### config.mk
export PLATFORM = sky130hd
export DESIGN_NAME = axi_tdd_ng_ctrl
export DESIGN_NICKNAME = d
export VERILOG_FILES = /design/src/rtl/axi_tdd_ng_pkg.sv /design/src/rtl/axi_tdd_ng_sync_edge.sv /design/src/rtl/axi_tdd_ng_ctrl.sv
export SDC_FILE = /design/constraint.sdc
export NUM_CORES = 1
export LEC_CHECK = 0
export CORE_MARGIN = 5
export CORE_UTILIZATION = 55
export DETAILED_ROUTE_END_ITERATION = 12
export DONT_BUFFER_PORTS = 1
export PLACE_DENSITY = 0.66
export SLEW_MARGIN = 10
export SYNTH_ARGS = -nofsm -noshare
export SYNTH_HDL_FRONTEND = slang
export SYNTH_SLANG_ARGS = --single-unit
### constraint.sdc
create_clock -name clk -period 11.7 [get_ports clk]
set_clock_uncertainty 0.2 [all_clocks]
set_input_delay 2.34 -clock clk [delete_from_list [all_inputs] [get_ports clk]]
set_output_delay 2.34 -clock clk [all_outputs]
set_load 0.02 [all_outputs]
### src/rtl/axi_tdd_ng_pkg.sv
// Shared types for the TDD frame counter and its sequencing controller.
package axi_tdd_ng_pkg;

  // Frame counter state.
  typedef enum logic [1:0] {
    Idle    = 2'd0,
    Armed   = 2'd1,
    Waiting = 2'd2,
    Running = 2'd3
  } state_t;

  // Sequencing controller state.
  typedef enum logic [1:0] {
    CtrlDisabled = 2'd0,
    CtrlArming   = 2'd1,
    CtrlActive   = 2'd2,
    CtrlStopping = 2'd3
  } ctrl_state_t;

  // Points at which a new configuration can be applied without cutting a frame short.
  function automatic logic cfg_safe(input ctrl_state_t cs, input state_t ts);
    return (cs == CtrlDisabled) || (ts == Idle) || (ts == Armed);
  endfunction

endpackage

### src/rtl/axi_tdd_ng_sync_edge.sv
// Two-flop synchronizer for an asynchronous pin followed by a rising-edge detector.
// rise is high for one cycle, two cycles after the pin is first sampled high.
module axi_tdd_ng_sync_edge (
  input  logic clk,
  input  logic reset,
  input  logic din,
  output logic rise
);

  // [0],[1] synchronizer stages, [2] delayed copy used for edge detection
  logic [2:0] sync_q;

  // Shift the pin through the synchronizer and edge register.
  always_ff @(posedge clk) begin
    if (reset) begin
      sync_q <= '0;
    end else begin
      sync_q <= {sync_q[1:0], din};
    end
  end

  assign rise = sync_q[1] & ~sync_q[2];

endmodule

### src/rtl/axi_tdd_ng_ctrl.sv
// Sequencing controller in front of the TDD frame counter: owns the counter's enable and
// sync, shadows its timing configuration and arbitrates the internal, external and software
// sync sources. Define AXI_TDD_NG_SYNC_EXT_EN to build the external sync pin path.
module axi_tdd_ng_ctrl
  import axi_tdd_ng_pkg::*;
#(
  parameter int unsigned REGISTER_WIDTH    = 32,
  parameter int unsigned BURST_COUNT_WIDTH = 32,
  parameter int unsigned SYNC_COUNT_WIDTH  = 64
) (
  input  logic                         clk,
  input  logic                         reset,
  input  logic                         sw_enable,
  input  logic [BURST_COUNT_WIDTH-1:0] cfg_burst_count,
  input  logic [REGISTER_WIDTH-1:0]    cfg_startup_delay,
  input  logic [REGISTER_WIDTH-1:0]    cfg_frame_length,
  input  logic                         cfg_update,
  input  logic                         sync_int_en,
  input  logic                         sync_ext_en,
  input  logic [SYNC_COUNT_WIDTH-1:0]  sync_period,
  input  logic                         sync_soft,
  input  logic                         sync_ext,
  input  state_t                       tdd_cstate,
  input  logic                         tdd_endof_frame,
  output logic                         tdd_enable,
  output logic                         tdd_sync,
  output logic [BURST_COUNT_WIDTH-1:0] tdd_burst_count,
  output logic [REGISTER_WIDTH-1:0]    tdd_startup_delay,
  output logic [REGISTER_WIDTH-1:0]    tdd_frame_length,
  output logic                         cfg_pending,
  output logic                         sync_missed,
  output ctrl_state_t                  ctrl_state
);

  ctrl_state_t                  state_q;
  logic [SYNC_COUNT_WIDTH-1:0]  timer_q;
  logic [BURST_COUNT_WIDTH-1:0] pend_burst_q, shad_burst_q;
  logic [REGISTER_WIDTH-1:0]    pend_delay_q, shad_delay_q;
  logic [REGISTER_WIDTH-1:0]    pend_frame_q, shad_frame_q;
  logic                         pending_q;
  logic                         sync_q;
  logic                         missed_q;

  logic ext_rise;
  logic timer_term;
  logic sync_req;
  logic sync_ok;
  logic cfg_apply;

`ifdef AXI_TDD_NG_SYNC_EXT_EN
  logic ext_rise_raw;

  axi_tdd_ng_sync_edge i_sync_edge (
    .clk   (clk),
    .reset (reset),
    .din   (sync_ext),
    .rise  (ext_rise_raw)
  );

  assign ext_rise = sync_ext_en & ext_rise_raw;
`else
  logic unused_ext;
  assign unused_ext = sync_ext ^ sync_ext_en;
  assign ext_rise   = 1'b0;
`endif

  // >= rather than == so a shrinking sync_period still wraps promptly
  assign timer_term = (state_q == CtrlActive) && sync_int_en && (sync_period != '0) &&
                      (timer_q >= sync_period - SYNC_COUNT_WIDTH'(1));

  assign sync_req  = timer_term | ext_rise | sync_soft;
  assign sync_ok   = (state_q == CtrlActive) && (tdd_cstate == Armed) && !pending_q;
  assign cfg_apply = pending_q && cfg_safe(state_q, tdd_cstate);

  // Controller FSM; a disable request wins over arming completion.
  always_ff @(posedge clk) begin
    if (reset) begin
      state_q <= CtrlDisabled;
    end else begin
      case (state_q)
        CtrlDisabled: begin
          if (sw_enable) state_q <= CtrlArming;
        end
        CtrlArming: begin
          if (!sw_enable) begin
            state_q <= CtrlDisabled;
          end else if (tdd_cstate == Armed) begin
            state_q <= CtrlActive;
          end
        end
        CtrlActive: begin
          if (!sw_enable) begin
            state_q <= (tdd_cstate == Running) ? CtrlStopping : CtrlDisabled;
          end
        end
        default: begin
          if (tdd_endof_frame || (tdd_cstate != Running)) state_q <= CtrlDisabled;
        end
      endcase
    end
  end

  // Internal period timer; held at zero outside ACTIVE so it restarts on entry.
  always_ff @(posedge clk) begin
    if (reset) begin
      timer_q <= '0;
    end else if ((state_q != CtrlActive) || !sync_int_en || (sync_period == '0) || timer_term) begin
      timer_q <= '0;
    end else begin
      timer_q <= timer_q + SYNC_COUNT_WIDTH'(1);
    end
  end

  // Registered sync forward / drop indication.
  always_ff @(posedge clk) begin
    if (reset) begin
      sync_q   <= 1'b0;
      missed_q <= 1'b0;
    end else begin
      sync_q   <= sync_req && sync_ok;
      missed_q <= sync_req && !sync_ok && (state_q != CtrlDisabled);
    end
  end

  // Pending and shadow configuration; a new update in the copy cycle stays pending.
  always_ff @(posedge clk) begin
    if (reset) begin
      pend_burst_q <= '0;
      pend_delay_q <= '0;
      pend_frame_q <= '0;
      shad_burst_q <= '0;
      shad_delay_q <= '0;
      shad_frame_q <= '0;
      pending_q    <= 1'b0;
    end else begin
      if (cfg_apply) begin
        shad_burst_q <= pend_burst_q;
        shad_delay_q <= pend_delay_q;
        shad_frame_q <= pend_frame_q;
      end
      if (cfg_update) begin
        pend_burst_q <= cfg_burst_count;
        pend_delay_q <= cfg_startup_delay;
        pend_frame_q <= cfg_frame_length;
        pending_q    <= 1'b1;
      end else if (cfg_apply) begin
        pending_q    <= 1'b0;
      end
    end
  end

  assign tdd_enable        = (state_q != CtrlDisabled);
  assign tdd_sync          = sync_q;
  assign sync_missed       = missed_q;
  assign cfg_pending       = pending_q;
  assign ctrl_state        = state_q;
  assign tdd_burst_count   = shad_burst_q;
  assign tdd_startup_delay = shad_delay_q;
  assign tdd_frame_length  = shad_frame_q;

endmodule

==> impl_metrics.py <==
metrics = {
    "run_status": {
        "status": "finished, final reports clean",
    },
    "global_routing": {
        "grt_pass1_vias": 8556,
        "grt_max_degree": 198,
        "antenna_found_initial": 0,
        "grt_pass1_wl_mm": 45.5,
        "grt_overflow": 0,
        "track_usage_pct": 21.3,
    },
    "routing": {
        "highest_layer": "met4",
        "routed_via_density": 5.53,
        "routed_wl_mm": 28.8,
        "vias": 9352,
        "drtAntennaViolNets": 0,
        "drt_pass1_iterations": 5,
        "dr.first_iter.drc_count": 494,
        "wire_per_inst_um": 17.1,
        "wl_met2_mm": 12.6,
        "drc": 0,
        "wl_met3_mm": 3.19,
        "m1WireLength_mm": 12.3,
    },
    "yosys": {
        "synth_edf_count": 0,
        "synth_seq_cells": 261,
        "yosysSeqAreaShare_pct": 42.7,
        "yosysMostFrequentCell": "dfxtp_1",
        "synth_area_leader_cell": "dfxtp_1",
        "ys.flop_type": "dfxtp_1",
        "synth_area_um2": 12200,
        "synth_area_per_cell_um2": 8.59,
        "yosysTopAreaCellShare_pct": 42.7,
        "synth_cell_types": 54,
        "yosys_warnings": 0,
        "synth_area_leaders": "dfxtp_1 (43%), mux2i_1 (7.9%), nand2_1 (7.7%)",
        "synth_common_cells": "dfxtp_1 (261), nand2_1 (250), nor2_1 (209), a21oi_1 (119), mux2i_1 (97)",
        "synth_nets": 1667,
        "ys_async_sr_fraction_pct": 0,
        "synth_cells": 1426,
    },
    "timing": {
        "maxClockFrequency_mhz": 134,
        "tightestPinTransition_ns": 1.12,
        "rsz0062_at_grt": "no",
        "drv_slew": 0,
        "post-route-min-period_ns": 7.48,
        "finalSetupTns_ns": 0,
        "slew_headroom_pct": 25.5,
        "finalHoldViolCount": 0,
        "setup_ws_ns": 4.22,
        "setup_viol": 0,
        "period_share_pct": 63.9,
        "whs_ns": 0.246,
    },
    "worst_setup_path": {
        "critPathMaxFanout": 33,
        "critPathArrivalTime_ns": 7.67,
        "r2r_setup_slack_ns": 8.08,
        "worstSetupStartpointType": "input pin",
        "worstRegToRegCells": 9,
        "crit_required_ns": 11.89,
        "critPathCaptureType": "flip-flop",
        "criticalPathCategory": "in2reg",
        "worstReg2RegEnd": "timer_q[54]$_SDFF_PP0_",
        "critPathCapture": "timer_q[54]$_SDFF_PP0_",
        "critPathLaunch": "sync_period[2]",
        "r2r-start": "timer_q[36]$_SDFF_PP0_",
    },
    "die": {
        "die_area_um2": 25300,
        "ioPinCount": 273,
        "core_region_area_um2": 21900,
        "row_count": 54,
        "die_height_um": 159,
        "fp.dieW_um": 159,
        "initial_utilization_pct": 55.9,
    },
    "placement": {
        "pre_cts_slack_ns": 3.66,
        "place.gp.congestion": 0.823,
        "hpwl_mm": 20.4,
        "io_buffers": 0,
    },
    "cells_and_area": {
        "layout-drive-gt1-share_pct": 4.96,
        "nFillCells": 2001,
        "syn_to_final_growth_pct": 8.42,
        "final_core_util_pct": 60.6,
        "diodes": 0,
        "nNetsFinal": 1633,
    },
    "clock_network": {
        "cts_tree": "yes",
        "post_cts_resize_count": 0,
        "clk_pin_slew_ns": 0.06,
        "worstSkewPairLatency_ns": 0.52,
        "cts_sinks": 261,
        "cts_hold_buf": 0,
        "cts_made_buffers": 27,
        "clk_path_buf_depth": 3,
        "cts_max_level": 1,
        "post-cts-setup-buffer-count": 0,
        "cts_root_buf": "clkbuf_16",
    },
    "power_and_ir_drop": {
        "ir_drop_mv": 0.146,
        "p_per_area_nw_per_um2": 146,
        "leakagePower_uw": 0.00496,
    },
    "run": {
        "cap_violations": 0,
    },
    "worst_hold_path": {
        "hold_class": "reg2reg",
    },
}
state kept, by name, summed over array words and instances, names as in the netlist:
name / flops
pend_burst_q: 32
sync_missed: 1
pend_frame_q: 32
tdd_startup_delay: 32
tdd_frame_length: 32
tdd_burst_count: 32
timer_q: 64
ctrl_state: 2
tdd_sync: 1
pend_delay_q: 32
cfg_pending: 1
metrics by stage:
| stage | power (µW) | cell area, µm² | std cells |
|---|---|---|---|
| 2_1_floorplan | 1080 | 12200 | 1426 |
| 3_3_place_gp | 1090 | 12400 | 1643 |
| 3_5_place_dp | 1090 | 12400 | 1643 |
| 4_1_cts | 1960 | 13300 | 1691 |
| 5_1_grt | 2020 | 13300 | 1691 |
| 6_report | 1940 | 13300 | 1691 |
area by class of cell:
type	instances	area [µm²]	area share (%)
flip-flops and latches	261	5230	39.4
multi-input cells	1085	6720	50.6
inverters	14	52.6	0.396
clock buffers	35	756	5.69
well taps	280	350	2.64
clock inverters	13	150	1.13
repair buffers	3	22.5	0.170
worst min path at each step:
| stage | from | to | slack, ns | cells past startpoint |
|---|---|---|---|---|
| after floorplan | pend_burst_q[0]$_SDFFE_PP0P_ | tdd_burst_count[0]$_SDFFE_PP0P_ | 0.23 | 2 |
| after global placement | pend_burst_q[21]$_SDFFE_PP0P_ | tdd_burst_count[21]$_SDFFE_PP0P_ | 0.23 | 2 |
| after detailed placement | pend_burst_q[29]$_SDFFE_PP0P_ | tdd_burst_count[29]$_SDFFE_PP0P_ | 0.24 | 2 |
| after CTS | pend_burst_q[29]$_SDFFE_PP0P_ | tdd_burst_count[29]$_SDFFE_PP0P_ | 0.25 | 2 |
| after global routing | pend_frame_q[7]$_SDFFE_PP0P_ | tdd_frame_length[7]$_SDFFE_PP0P_ | 0.26 | 2 |
| final | pend_burst_q[28]$_SDFFE_PP0P_ | tdd_burst_count[28]$_SDFFE_PP0P_ | 0.25 | 2 |
power breakdown:
group	switching (µW)	internal [µW]	leakage, µW
Sequential	35.1	920	0.00213
Clock	346	520	0.000450
Combinational	65.9	49.0	0.00238
kinds of logic (layout without fill, tap and decap cells):
logic type,Yosys count,after routing,synth area share [%]
muxes,97,97,7.93
xor gates and xnor gates,123,123,8.80
and+or+nand+nor,637,637,23.7
adders and majority gates,70,70,7.15
DFF,261,261,42.7
buffers and inverters,80,65,2.59
AOI/OAI and AO/OA,158,158,7.13
layer usage:
layer | global-route usage, % | vias to the layer above
li1 | - | 4764
met1 | 27.5 | 4268
met2 | 32.4 | 280
met3 | 9.42 | 40
met4 | 5.89 | 0
met5 | 0 | -
worst max-delay path: stages:
cell	delay (ns)
or3_1	0.42
or4_4	0.48
nor2_2	0.21
nand4bb_1	0.43
or3_1	0.66
nor4_4	0.28
xnor2_1	0.10
ha_1	0.32
nand4_1	0.17
nor4_1	0.57
nand4_1	0.20
nor2_1	0.13
a22oi_1	0.09
or4b_2	0.70
buf_4	0.46
nor2_1	0.10
cells in the final DEF (no fill, tap or decap), types with 3 or more instances in the layout:
cell | synthesis | layout
a211oi_1 | 6 | 6
a21o_1 | 3 | 3
a21oi_1 | 119 | 119
a221oi_1 | 3 | 3
and2_1 | 8 | 7
and3_1 | 13 | 13
and4_1 | 9 | 9
buf_4 | 0 | 3
bufinv_16 | 0 | 3
clkbuf_1 | 44 | 3
clkbuf_16 | 0 | 27
clkbuf_8 | 0 | 5
clkinv_2 | 0 | 7
dfxtp_1 | 261 | 261
ha_1 | 70 | 70
inv_1 | 14 | 14
mux2i_1 | 97 | 97
nand2_1 | 250 | 249
nand2b_1 | 10 | 10
nand3_1 | 27 | 27
nand3b_1 | 4 | 4
nand4_1 | 23 | 23
nor2_1 | 209 | 209
nor3_1 | 27 | 27
nor3b_1 | 3 | 3
nor4_1 | 14 | 13
nor4_2 | 2 | 3
o211ai_1 | 5 | 5
o21a_1 | 4 | 4
o21ai_0 | 10 | 10
or2_2 | 6 | 6
or3_1 | 7 | 7
or4_1 | 7 | 7
xnor2_1 | 66 | 66
xor2_1 | 57 | 57
(Power assumes the default switching activity.)
